[src/rtl/sfx_scheduler.sv]
// Sound-effect clip scheduler: four prioritised ROM clips played out at a fixed sample tick.
// Optional build macro SFX_VOLUME_EN adds vol[1:0] (arithmetic right-shift of each sample).
module sfx_scheduler #(
  parameter int unsigned TICK_DIV = 6250,
  parameter logic [13:0] BASE0    = 14'd0,
  parameter logic [13:0] BASE1    = 14'd0,
  parameter logic [13:0] BASE2    = 14'd0,
  parameter logic [13:0] BASE3    = 14'd0,
  parameter int unsigned LEN0     = 14374,
  parameter int unsigned LEN1     = 14374,
  parameter int unsigned LEN2     = 14374,
  parameter int unsigned LEN3     = 14374
) (
  input  logic        Clk,
  input  logic        Reset,
  input  logic        init_finish,
  input  logic [3:0]  req,
  input  logic        stop,
`ifdef SFX_VOLUME_EN
  input  logic [1:0]  vol,
`endif
  output logic [13:0] rom_addr,
  input  logic [15:0] rom_data,
  output logic [15:0] ldata,
  output logic [15:0] rdata,
  output logic        busy,
  output logic [1:0]  active_id,
  output logic        done
);

  localparam int unsigned CNT_W = $clog2(TICK_DIV + 1);
  localparam logic [CNT_W-1:0] CNT_LAST = CNT_W'(TICK_DIV - 1);

  typedef enum logic [1:0] {IDLE, ADDR, LATCH} state_t;

  state_t           state_q, state_d;
  logic [CNT_W-1:0] tick_cnt_q, tick_cnt_d;
  logic [3:0]       pending_q, pending_d;
  logic [15:0]      offset_q, offset_d;
  logic [13:0]      rom_addr_q, rom_addr_d;
  logic [15:0]      ldata_q, ldata_d;
  logic             busy_q, busy_d;
  logic [1:0]       active_id_q, active_id_d;
  logic             done_q, done_d;

  logic             tick;
  logic             abort;
  logic             start;
  logic [1:0]       pick;
  logic [3:0]       pend_eff;
  logic [15:0]      next_off;
  logic [15:0]      sample;

  function automatic logic [13:0] base_of(input logic [1:0] id);
    case (id)
      2'd0:    base_of = BASE0;
      2'd1:    base_of = BASE1;
      2'd2:    base_of = BASE2;
      default: base_of = BASE3;
    endcase
  endfunction

  function automatic logic [15:0] last_off(input logic [1:0] id);
    case (id)
      2'd0:    last_off = 16'(LEN0 - 1);
      2'd1:    last_off = 16'(LEN1 - 1);
      2'd2:    last_off = 16'(LEN2 - 1);
      default: last_off = 16'(LEN3 - 1);
    endcase
  endfunction

  function automatic logic [1:0] highest(input logic [3:0] v);
    highest = 2'd0;
    for (int unsigned i = 0; i < 4; i++)
      if (v[i]) highest = 2'(i);
  endfunction

  always_comb begin
    state_d     = state_q;
    tick_cnt_d  = tick_cnt_q;
    offset_d    = offset_q;
    rom_addr_d  = rom_addr_q;
    ldata_d     = ldata_q;
    busy_d      = busy_q;
    active_id_d = active_id_q;
    done_d      = 1'b0;
    tick        = 1'b0;
    start       = 1'b0;
    abort       = stop | ~init_finish;
    pend_eff    = pending_q | req;
    pending_d   = pend_eff;
    pick        = highest(pend_eff);
    next_off    = offset_q + 16'd1;

`ifdef SFX_VOLUME_EN
    sample = 16'($signed(rom_data) >>> vol);
`else
    sample = rom_data;
`endif

    if (!init_finish) begin
      tick_cnt_d = '0;
    end else if (tick_cnt_q == CNT_LAST) begin
      tick_cnt_d = '0;
      tick       = 1'b1;
    end else begin
      tick_cnt_d = tick_cnt_q + 1'b1;
    end

    unique case (state_q)
      ADDR:    state_d = LATCH;
      LATCH: begin
        state_d = IDLE;
        ldata_d = sample;
      end
      default: state_d = IDLE;
    endcase

    // Preempt/restart outranks natural completion; a completing clip still
    // hands the same tick to whatever lower-priority request is waiting.
    if (tick) begin
      if (busy_q && (pend_eff != '0) && (pick >= active_id_q)) begin
        start = 1'b1;
      end else if (busy_q && (offset_q == last_off(active_id_q))) begin
        done_d      = 1'b1;
        busy_d      = 1'b0;
        ldata_d     = '0;
        active_id_d = '0;
        offset_d    = '0;
        start       = |pend_eff;
      end else if (busy_q) begin
        offset_d   = next_off;
        rom_addr_d = base_of(active_id_q) + next_off[13:0];
        state_d    = ADDR;
      end else begin
        start = |pend_eff;
      end

      if (start) begin
        pending_d   = pend_eff & ~(4'b0001 << pick);
        busy_d      = 1'b1;
        active_id_d = pick;
        offset_d    = '0;
        rom_addr_d  = base_of(pick);
        state_d     = ADDR;
      end
    end

    if (abort) begin
      pending_d   = '0;
      busy_d      = 1'b0;
      offset_d    = '0;
      active_id_d = '0;
      ldata_d     = '0;
      rom_addr_d  = '0;
      done_d      = 1'b0;
      state_d     = IDLE;
    end
  end

  always_ff @(posedge Clk) begin
    if (Reset) begin
      state_q     <= IDLE;
      tick_cnt_q  <= '0;
      pending_q   <= '0;
      offset_q    <= '0;
      rom_addr_q  <= '0;
      ldata_q     <= '0;
      busy_q      <= 1'b0;
      active_id_q <= '0;
      done_q      <= 1'b0;
    end else begin
      state_q     <= state_d;
      tick_cnt_q  <= tick_cnt_d;
      pending_q   <= pending_d;
      offset_q    <= offset_d;
      rom_addr_q  <= rom_addr_d;
      ldata_q     <= ldata_d;
      busy_q      <= busy_d;
      active_id_q <= active_id_d;
      done_q      <= done_d;
    end
  end

  assign rom_addr  = rom_addr_q;
  assign ldata     = ldata_q;
  assign rdata     = ldata_q;
  assign busy      = busy_q;
  assign active_id = active_id_q;
  assign done      = done_q;

endmodule
[config.mk]
export PLATFORM = sky130hd
export DESIGN_NAME = sfx_scheduler
export DESIGN_NICKNAME = d
export VERILOG_FILES = /design/src/rtl/sfx_scheduler.sv
export SDC_FILE = /design/constraint.sdc
export NUM_CORES = 1
export LEC_CHECK = 0
export ABC_AREA = 0
export CELL_PAD_IN_SITES_DETAIL_PLACEMENT = 1
export CELL_PAD_IN_SITES_GLOBAL_PLACEMENT = 1
export CORE_ASPECT_RATIO = 1.75
export CORE_MARGIN = 8
export CORE_UTILIZATION = 30
export DETAILED_ROUTE_END_ITERATION = 16
export GPL_TIMING_DRIVEN = 0
export HOLD_SLACK_MARGIN = 0.1
export PLACE_DENSITY = 0.7
export SYNTH_ARGS = -nofsm -noshare
export SYNTH_HDL_FRONTEND = slang
export SYNTH_SLANG_ARGS = --single-unit
export TNS_END_PERCENT = 100
[constraint.sdc]
create_clock -name Clk -period 3.2 [get_ports Clk]
set_input_delay 0.8 -clock Clk [delete_from_list [all_inputs] [get_ports Clk]]
set_output_delay 0.8 -clock Clk [all_outputs]
set_load 0.005 [all_outputs]
Word-level counts from Yosys, hierarchy flattened
Index checks and enable logic that the tools add are counted.
W data, S select, Z words.

word-level totals
  logic and storage cells = 82
  bits in registers = 69

cells by class
  multiplexer cells = 42
  shift operators = 1
  equal/unequal tests = 6
  bitwise gates (word level) = 6
  order comparisons = 1
  reduce and logical (&&, ||, !) cells = 14
  $add $sub $neg = 3

operator list
  operator                 number
  $mux W16                 10
  $mux W14                 8
  $mux W2                  11
  $add A16 B1 Y16 const B  1
  $eq A16 B16 Y1           1
  $add A14 B14 Y14         1
  $add A13 B1 Y13 const B  1
  $eq A13 B13 Y1 const B   1
  $mux W1                  11
  $mux W4                  2
  $reduce_or A4 Y1         2
  $reduce_and A3 Y1        2
  $and A4 B4 Y4            1
  $ne A2 B1 Y1 const B     2
  $not A4 Y4               1
  $or A4 B4 Y4             1
  $reduce_and A4 Y1        1
  $reduce_bool A2 Y1       2
  $reduce_bool A4 Y1       1
  $shl A1 B2 Y4 const A    1
  $logic_and A1 B1 Y1      3
  $reduce_bool A3 Y1       1
  $reduce_or A3 Y1         1
  $eq A2 B1 Y1 const B     1
  other kinds (5)          6

Longest topological paths before layout
Gate-level depths: netlist (run 1).

  depth after elaboration = 18
  depth in mapped cells = 9
  gate-level depth less buffers = 8

Least setup slack after synthesis (run 1)
Ideal clock, no wire load.

  path type = input to register
  start = input port req[2]
  end = register rom_addr_q[11] (netlist: rom_addr[11])
  slack = 0.252 ns
  stages on the path = 8
  arrival = 2.890 ns
  data required time = 3.141 ns
  buffers on the path = 1
  cell sequence = nor4_1 inv_1 ha_1 a211oi_1 o221ai_2 nor2_2 buf_2 a22o_1

between the ends
  cells in the longest elaborated chain, start to end = 9
  elaborated cells on any way between the ends = 17
  those cells by class = order compare (1); eq/ne (2); mux (7); bitwise (1); reduce/logical (6)

ends and longest elaborated chain
  what                                                                        line  text
  from (decl)                                                                 17    input logic [3:0] req,
  $or A4 B4 Y4 (*)                                                            90    pend_eff = pending_q | req;
  $mux W2 (2 in a row)                                                        75    if (v[i]) highest = 2'(i);
  $ge A2 B2 Y1                                                                122   if (busy_q && (pend_eff != '0) && (pick >= active_id_q)) begin
  $logic_and A1 B1 Y1                                                         122
  $mux W1                                                                     122
  $mux W1                                                                     121   if (tick) begin
  $ne A2 B1 Y1 (no source line) / $reduce_bool A2 Y1 (equally long branches)  --
  $reduce_and A4 Y1 (no source line)                                          --
  to (signal assigned)                                                        177   rom_addr_q <= rom_addr_d;
  to (decl)                                                                   40    logic [13:0] rom_addr_q, rom_addr_d;

Mark *: on every way between the ends. The rest lies on a longest branch, timed or not. The select of a mux whose other input is x is not followed.
A chain may end at the register's enable or synchronous reset.

Worst setup path after layout (run 1)
  start = input port req[2]
  end = register offset_q[5]

between the ends
  cells in the longest elaborated chain, start to end = 9
  elaborated cells on any way between the ends = 16
  those cells by class = order compare (1); eq/ne (1); mux (7); bitwise (1); reduce/logical (6)

ends and longest elaborated chain
  what                                                                        line  text
  $or A4 B4 Y4 (*)                                                            90
  $mux W2 (2 in a row)                                                        75
  $ge A2 B2 Y1                                                                122
  $logic_and A1 B1 Y1                                                         122
  $mux W1                                                                     122
  $mux W1                                                                     121
  $ne A2 B1 Y1 (no source line) / $reduce_bool A3 Y1 (equally long branches)  --
  $reduce_and A3 Y1 (no source line)                                          --
  to (signal assigned)                                                        176   offset_q <= offset_d;
  to (decl)                                                                   39    logic [15:0] offset_q, offset_d;

Marked as above.

==> impl_metrics.yaml, run 1 <==
place:
  place_worst_setup_slack_ns: -1.02
  place_area_um2: 4040
  gp_congestion: 0.814
  dp_hpwl_um: 7440
  port_buffers: 73
  dp.cells: 561
layout:
  antennaDiodeCount: 0
  fin_cells: 580
  utilization_pct: 43.1
  final_cell_mix: "73 x clkdlybuf4s50_1, 69 x dfxtp_1, 53 x nand2_1, 28 x nor2_1, 21 x a21oi_1"
  final_area_um2: 4410
  area_delta_synth_final_pct: 39.8
  final_nets: 478
  final_layout_size_suffix_gt1_share_pct: 11.3
  final_common_cell: "clkdlybuf4s50_1"
clocking:
  htreeDepth: 3
  clk_latency_ns: 0.33
  cts_hold_buffers: 0
  cts_made_buffers: 9
  clkTransAtPathRegs_ns: 0.05
  cts.sinks: 69
  cts_tree: "done"
  root_buffer: "clkbuf_16"
  cts_buffer_depth: 2
sta:
  worst_pin_slew_ns: 0.891
  fin_ws_ns: 0.151
  fmax_ghz: 0.328
  skew_ns: 0.00702
  final.period_utilization_pct: 95.3
  slew_violations: 0
  hold_violations: 0
  min_period_ns: 3.05
  relSlewSlack_pct: 40.4
  setup_viol: 0
  rsz0062_at_grt: "yes"
worst_setup_path:
  critPathCaptureType: "register"
  crit_fanout: 9
  crit_type: "primary input to register"
  worstRegToRegCells: 7
  cp.depth: 9
  critical_path.slowest_cell: "clkdlybuf4s50_1"
  critical-path-max-stage-delay_ns: 0.49
  cp.required_ns: 3.44
  critPathLaunchType: "primary input"
  path_delay_family: "compound AO/OA/AOI/OAI gates"
  cp.arrival_ns: 3.28
  cp_num_buf_inv: 2
  path_cells: "clkdlybuf4s50_1 -> o31a_1 -> ha_1 -> nand2b_1 -> a211oi_2 -> o22a_1 -> buf_2 -> nand3_2 -> o31ai_1"
floorplanning:
  pin_count: 74
  dieHeight_um: 152
  rows: 49
  start_util_pct: 30.8
  die_w_um: 93.5
  core_um2: 10200
  die_area_um2: 14200
routing:
  vias: 2931
  drtPass1Iterations: 4
  drc: 0
  wl_um: 9750
  routedWlPerCell_um: 16.8
  ant_nets: 0
  vias_per_cell: 5.05
  drt_iter0_drc: 75
outcome:
  status: "finished clean"
global_routing:
  first_global_vias: 3151
  grt_first_pass_wirelength_um: 15600
  grt_max_degree: 12
  track_usage_pct: 14.1
  antenna_found_initial: 0
  grt-ovfl-total: 0
power_and_ir_drop:
  leakage_nw: 1.51
  vdd_ir_drop_max_v: 0.000278
  powerDensity_nw_per_um2: 437
  power_mw: 1.93
yosys:
  yosysSeqAreaShare_pct: 43.8
  synthArstFlopShare_pct: 0
  synth.avg_cell_area_um2: 8.73
  yosysWarnings: 0
  syn-num-nets: 391
  synth_cell_types: 51
  synth-seq-cells: 69
  syn_inst: 361
  ys.flop_type: "dfxtp_1"
  syn-cell-area_um2: 3150
  synth_edf_count: 0
flow_run:
  drv.max_cap_violation_count: 0
min_path:
  hold_class: "register to register"
  hold_depth: 1
-- repair_timing --
action | 4_1_cts | 5_1_grt
setup buffers | 3 | 0
pin swaps | 2 | 0
gates resized for setup | 6 | 3
setup endpoints to repair | 50 | 17
-- synthesized netlist by cell type (2+ instances only) --
cell,number,area [um2]
a211oi_1,3,22.5
a21boi_1,2,15.0
a21oi_1,21,105
a22o_1,17,149
a31oi_1,4,25.0
and2_1,3,18.8
and3_1,4,25.0
buf_2,4,20.0
buf_4,16,120
clkbuf_1,13,48.8
dfxtp_1,69,1380
ha_1,6,75.1
inv_1,7,26.3
nand2_1,53,199
nand2b_1,2,12.5
nand3_1,16,80.1
nand4_1,5,31.3
nor2_1,29,109
nor2b_1,2,12.5
nor3_1,8,40.0
nor3b_1,2,15.0
nor4_1,4,25.0
nor4bb_1,2,20.0
o21a_1,2,15.0
o21ai_0,6,30.0
o22ai_1,6,37.5
o2bb2a_1,2,20.0
o2bb2ai_1,4,35.0
o31ai_1,4,30.0
or3b_2,2,17.5
or4_1,2,15.0
xnor2_1,11,96.3
xor2_1,12,105
-- registers in the layout (all words and copies together), names as in the netlist --
register,count
done,1
ldata,16
offset_q,16
rom_addr,14
state_q,2
pending_q,4
busy,1
active_id,2
tick_cnt_q,13
-- layer usage --
| layer | global-route usage (%) | part of all wire [%] |
|---|---|---|
| met3 | 2.52 | 3.3 |
| met1 | 13.4 | 35 |
| met5 | 0 | 0 |
| met2 | 27.4 | 59 |
| met4 | 7.22 | 2.7 |
-- logic make-up after synthesis --
group	after synthesis	share of synthesized area (%)
AO/OA/AOI/OAI	80	18.0
XOR/XNOR	23	6.39
buffers and inverters	41	7.18
adder cells (fa/ha/maj)	6	2.38
flip-flops	69	43.8
AND/OR/NAND/NOR	142	22.3
-- metrics by stage --
| stage | TNS [ns] | hold slack, ns |
|---|---|---|
| 3_3_place_gp | -31.21 | 0.455 |
| 6_report | 0 | 0.466 |
| 2_1_floorplan | 0 | 0.445 |
| 5_1_grt | -0.00543 | 0.486 |
| 4_1_cts | 0 | 0.472 |
| 3_5_place_dp | -38.42 | 0.455 |
-- cell type report --
cell class | instances | area [um2]
sequential | 69 | 1380
clock buffer | 12 | 246
clock inverter | 4 | 47.5
fill | 1220 | 5830
tap | 127 | 159
buffer | 34 | 200
timing repair buffer | 76 | 753
inverter | 7 | 26.3
multi-input combinational | 251 | 1590
-- path summary, 6_finish.rpt --
path / start / to / slack, ns
setup / recovery: req[2] / offset_q[5] / 0.15
hold / removal: rom_addr[1] / rom_addr[1] / 0.47
setup reg to reg: tick_cnt_q[0] / rom_addr[6] / 0.66
hold reg to reg: rom_addr[1] / rom_addr[1] / 0.47
-- report_power, final --
part           switching (mW)  internal, mW
sequential            0.00271         0.862
clock                   0.367         0.622
combinational          0.0329        0.0384
No activity file was read; power rests on OpenSTA's default activity.
==> run 2, diff against run 1 <==
Settings changed: CAP_MARGIN from default to 20, CTS_CLUSTER_SIZE from default to 20.
Clock period 3.2 ns to 3 ns, I/O delays scaled along.
==> run 2 against run 1 <==
Against the previous run: clock skew about the same; power increased by 6.2%; critical path depth increased by 1; routed wire length decreased by 0.18%; core utilization increased by 0.64 points; sequential power increased by 6.7%; setup slack got worse by 0.014 ns; final area increased by 1.5%.
==> impl_metrics.yaml, run 2 (same netlist as run 1, synthesis figures left out) <==
global_routing:
  antenna_found_initial: 0
  first_global_vias: 3098
  track_usage_pct: 13.4
  grt-ovfl-total: 0
  grt_max_degree: 12
  grt_first_pass_wirelength_um: 15100
sta:
  fin_ws_ns: 0.137
  skew_ns: 0.00723
  hold_violations: 0
  setup_viol: 0
  worst_pin_slew_ns: 0.533
  fmax_ghz: 0.349
  relSlewSlack_pct: 64.5
  hold_slack_ns: 0.466
  slew_violations: 0
  min_period_ns: 2.86
  final.period_utilization_pct: 95.4
worst_setup_path:
  timing.rr.start: "tick_cnt_q[0]"
  crit_type: "primary input to register"
  cp.arrival_ns: 3.12
  cp.required_ns: 3.26
  worstSetupStartpoint: "req[1]"
  crit_fanout: 9
  critPathLaunchType: "primary input"
  critPathCaptureType: "register"
clocking:
  clk_latency_ns: 0.33
  cts.sinks: 69
  cts_tree: "done"
  root_buffer: "clkbuf_16"
  cts_hold_buffers: 0
  clkTransAtPathRegs_ns: 0.06
  htreeDepth: 3
  cts_buffer_depth: 2
  cts_made_buffers: 9
layout:
  area_delta_synth_final_pct: 41.9
  antennaDiodeCount: 0
  final_layout_size_suffix_gt1_share_pct: 12.6
  final_area_um2: 4470
  final_common_cell: "clkdlybuf4s50_1"
  final_nets: 484
  final_cell_mix: "72 x clkdlybuf4s50_1, 69 x dfxtp_1, 53 x nand2_1, 28 x nor2_1, 25 x buf_4"
power_and_ir_drop:
  vdd_ir_drop_max_v: 0.000311
  comb_power_share_pct: 4.0
  powerDensity_nw_per_um2: 457
  power_frac_clock_pct: 50.9
  cellInternalPower_mw: 1.63
  switching_power_mw: 0.419
  leakage_nw: 1.56
  switching_share_pct: 20.5
  power_frac_seq_pct: 45.1
  power_mw: 2.05
place:
  place_area_um2: 4050
  gp_congestion: 0.814
  port_buffers: 73
  place_worst_setup_slack_ns: -1.10
  dp_hpwl_um: 7460
routing:
  wl_um: 9730
  vias_per_cell: 5.02
  drtPass1Iterations: 3
  routedWlPerCell_um: 16.6
  ant_nets: 0
  vias: 2944
  drc: 0
  drt_iter0_drc: 69
flow_run:
  drv.max_cap_violation_count: 0
floorplanning:
  dieHeight_um: 152
  core_um2: 10200
  rows: 49
  die_area_um2: 14200
  die_w_um: 93.5
  start_util_pct: 30.8
  pin_count: 74
outcome:
  status: "finished clean"
min_path:
  min_from: "rom_addr[10]"
  hold_class: "register to register"
[run 2: power groups by stage]
stage	Combinational, mW	Clock [mW]	Sequential, mW
2_1_floorplan	0.0289	0	0.941
3_3_place_gp	0.0710	0	0.942
3_5_place_dp	0.0734	0	0.942
4_1_cts	0.0769	1.07	0.922
5_1_grt	0.0874	1.10	0.922
6_report	0.0808	1.04	0.923
[run 2: critical path: stages]
cell	delay, ns
clkdlybuf4s50_1	0.49
nor2_1	0.08
o31a_1	0.26
ha_1	0.27
nand2b_1	0.17
a211oi_2	0.28
o22a_1	0.20
clkbuf_4	0.21
o21a_1	0.24
a21boi_1	0.17
[run 2: timing repair]
item | 4_1_cts | 5_1_grt
pin swaps | 2 | 5
gates resized for setup | 7 | 9
setup endpoints to repair | 51 | 34
endpoints found under the hold margin | 0 | 0
buffers inserted | 2 | 6
[run 2: final timing paths]
check	end	slack, ns	depth (start not counted)
min reg2reg	rom_addr[10]	0.47	1
min	rom_addr[10]	0.47	1
max	offset_q[15]	0.14	10
max reg2reg	rom_addr[6]	0.48	7
[run 2: per-layer routing]
layer  track usage, %  vias to the layer above  wire (um)
met5                0                        -          0
li1                 -                     1442          -
met2             26.3                       39       5670
met4             5.92                        0        250
met3             2.22                       18        255
met1             13.2                     1445       3560
[run 2: metrics by stage]
step | setup TNS (ns) | cells | util (%)
after floorplan | 0 | 361 | -
after global placement | -39.39 | 561 | 39.5
after detailed placement | -45.07 | 562 | 39.5
after CTS | 0 | 580 | 43.0
after global routing | -0.0412 | 586 | 43.7
final | 0 | 586 | 43.7
[run 2: layout make-up]
cell class	instances	area, um2
Tap cell	127	159
Inverter	7	26.3
Clock buffer	12	246
Sequential cell	69	1380
Multi-Input combinational cell	251	1610
Buffer	34	208
Timing Repair Buffer	82	798
Fill cell	1215	5770
Clock inverter	4	47.5
==> run 3, diff against run 2 <==
Settings changed: CAP_MARGIN 20 to 15, SETUP_SLACK_MARGIN from default to 0.15.
==> run 3 against run 2 <==
Against the previous run: register-to-register slack hardly changed; largest cell class unchanged; die area stayed put; setup slack better by 0.087 ns; critical endpoint is now offset_q[5]; clock power is 11% higher; first-iteration DRC count is 25% higher.
==> impl_metrics.yaml, run 3 (same netlist as run 1, synthesis figures left out) <==
sta:
  rsz0062_at_grt: "yes"
  skew_ns: 0.00368
  min_period_ns: 2.78
  setup_viol: 0
  hold_violations: 0
  fmax_ghz: 0.360
  final.period_utilization_pct: 92.5
  fin_setup_tns_ns: 0
  worst_pin_slew_ns: 0.559
  relSlewSlack_pct: 62.7
  slew_violations: 0
  hold_slack_ns: 0.465
worst_setup_path:
  path_delay_family: "compound AO/OA/AOI/OAI gates"
  crit_fanout: 8
  cp_num_buf_inv: 2
  timing.rr.start: "tick_cnt_q[0]"
  critPathLaunchType: "primary input"
  critical_path.slowest_cell: "clkdlybuf4s50_1"
  crit_type: "primary input to register"
  path_cells: "clkdlybuf4s50_1 -> nor2_2 -> o31a_1 -> ha_1 -> nand2b_4 -> a211oi_4 -> o22a_1 -> buf_6 -> nand3_4 -> o31ai_1"
  cp.required_ns: 3.24
  worstSetupStartpoint: "req[3]"
  critPathCaptureType: "register"
  critical-path-max-stage-delay_ns: 0.47
  cp.arrival_ns: 3.02
layout:
  final_area_um2: 4570
  final_common_cell: "clkdlybuf4s50_1"
  final_cell_mix: "71 x clkdlybuf4s50_1, 69 x dfxtp_1, 53 x nand2_1, 27 x nor2_1, 26 x buf_4"
  antennaDiodeCount: 0
  final_nets: 486
  final_layout_size_suffix_gt1_share_pct: 14.1
  utilization_pct: 44.7
  fill_cells: 1176
  area_delta_synth_final_pct: 45.1
outcome:
  status: "finished clean"
clocking:
  cts_made_buffers: 9
  cts_hold_buffers: 0
  cts.sinks: 69
  cts_tree: "done"
  clkTransAtPathRegs_ns: 0.06
  root_buffer: "clkbuf_16"
  cts_buffer_depth: 2
  htreeDepth: 3
  clk_latency_ns: 0.34
global_routing:
  first_global_vias: 3063
  grt-ovfl-total: 0
  antenna_found_initial: 0
  grt_max_degree: 13
  grt_first_pass_wirelength_um: 15400
  track_usage_pct: 14.1
floorplanning:
  rows: 49
  pin_count: 74
  die_area_um2: 14200
  core_um2: 10200
  dieHeight_um: 152
  start_util_pct: 30.8
  die_w_um: 93.5
place:
  gp_congestion: 0.793
  place_area_um2: 4060
  dp_hpwl_um: 7420
  port_buffers: 73
routing:
  vias_per_cell: 5.07
  wl_um: 9710
  drtPass1Iterations: 4
  routedWlPerCell_um: 16.5
  drt_iter0_drc: 86
  wl_met3_um: 285
  drt-met1-wl_um: 3340
  top_layer: "met4"
  ant_nets: 0
  wl_met2_um: 5840
  vias: 2980
  drc: 0
power_and_ir_drop:
  leakage_nw: 1.60
  powerDensity_nw_per_um2: 471
  vdd_ir_drop_max_v: 0.000342
flow_run:
  drv.max_cap_violation_count: 0
min_path:
  hold_class: "register to register"
  min_from: "rom_addr[0]"
run 3: area by class of cell:
class                           instances  area [um2]  area share [%]
Tap cell                              127         159            3.47
Clock inverter                          6        86.3            1.89
Timing Repair Buffer                   84         822            18.0
Buffer                                 34         219            4.79
Clock buffer                           10         239            5.22
Sequential cell                        69        1380            30.2
Inverter                                7        26.3           0.574
Multi-Input combinational cell        251        1640            35.9
run 3: through the flow:
stage | cells | setup WS, ns | power [mW]
global route | 588 | 0.117 | 2.22
global placement | 561 | -0.954 | 1.01
CTS | 584 | 0.154 | 2.18
finish | 588 | 0.224 | 2.16
floorplan | 361 | 0.269 | 0.971
detailed placement | 562 | -0.742 | 1.02
run 3: power by group:
part           switching [mW]  internal [mW]  leakage [nW]  total, mW
combinational          0.0370         0.0466         0.886     0.0836
clock                   0.403          0.748         0.158       1.15
sequential            0.00297          0.919         0.556      0.922
run 3: worst reg2reg max path: stages, from the launching register on:
cell and delay (ns):
dfxtp_1 0.39, ha_1 0.16, or4bb_1 0.56, nor4_4 0.35, nand2_2 0.11, o21a_1 0.25
clkbuf_1 0.28, a22o_1 0.30
run 3: path summary, 6_finish.rpt:
path                            slack, ns  cells past startpoint            to
worst min-delay path                 0.46                      1   rom_addr[0]
worst max register to register       0.48                      7  rom_addr[11]
worst max-delay path                 0.22                     10   offset_q[5]
worst min register to register       0.46                      1   rom_addr[0]
run 3: repair_timing:
action,4_1_cts,5_1_grt
pin swaps,5,6
setup buffers,6,4
resized for setup,11,13
endpoints found under the setup margin,49,46
run 3: metal layers:
layer  vias up  GRT usage [%]
met5         -              0
met4         0           8.35
met3        14           2.61
met2        41           27.5
met1      1477           13.0
li1       1448              -
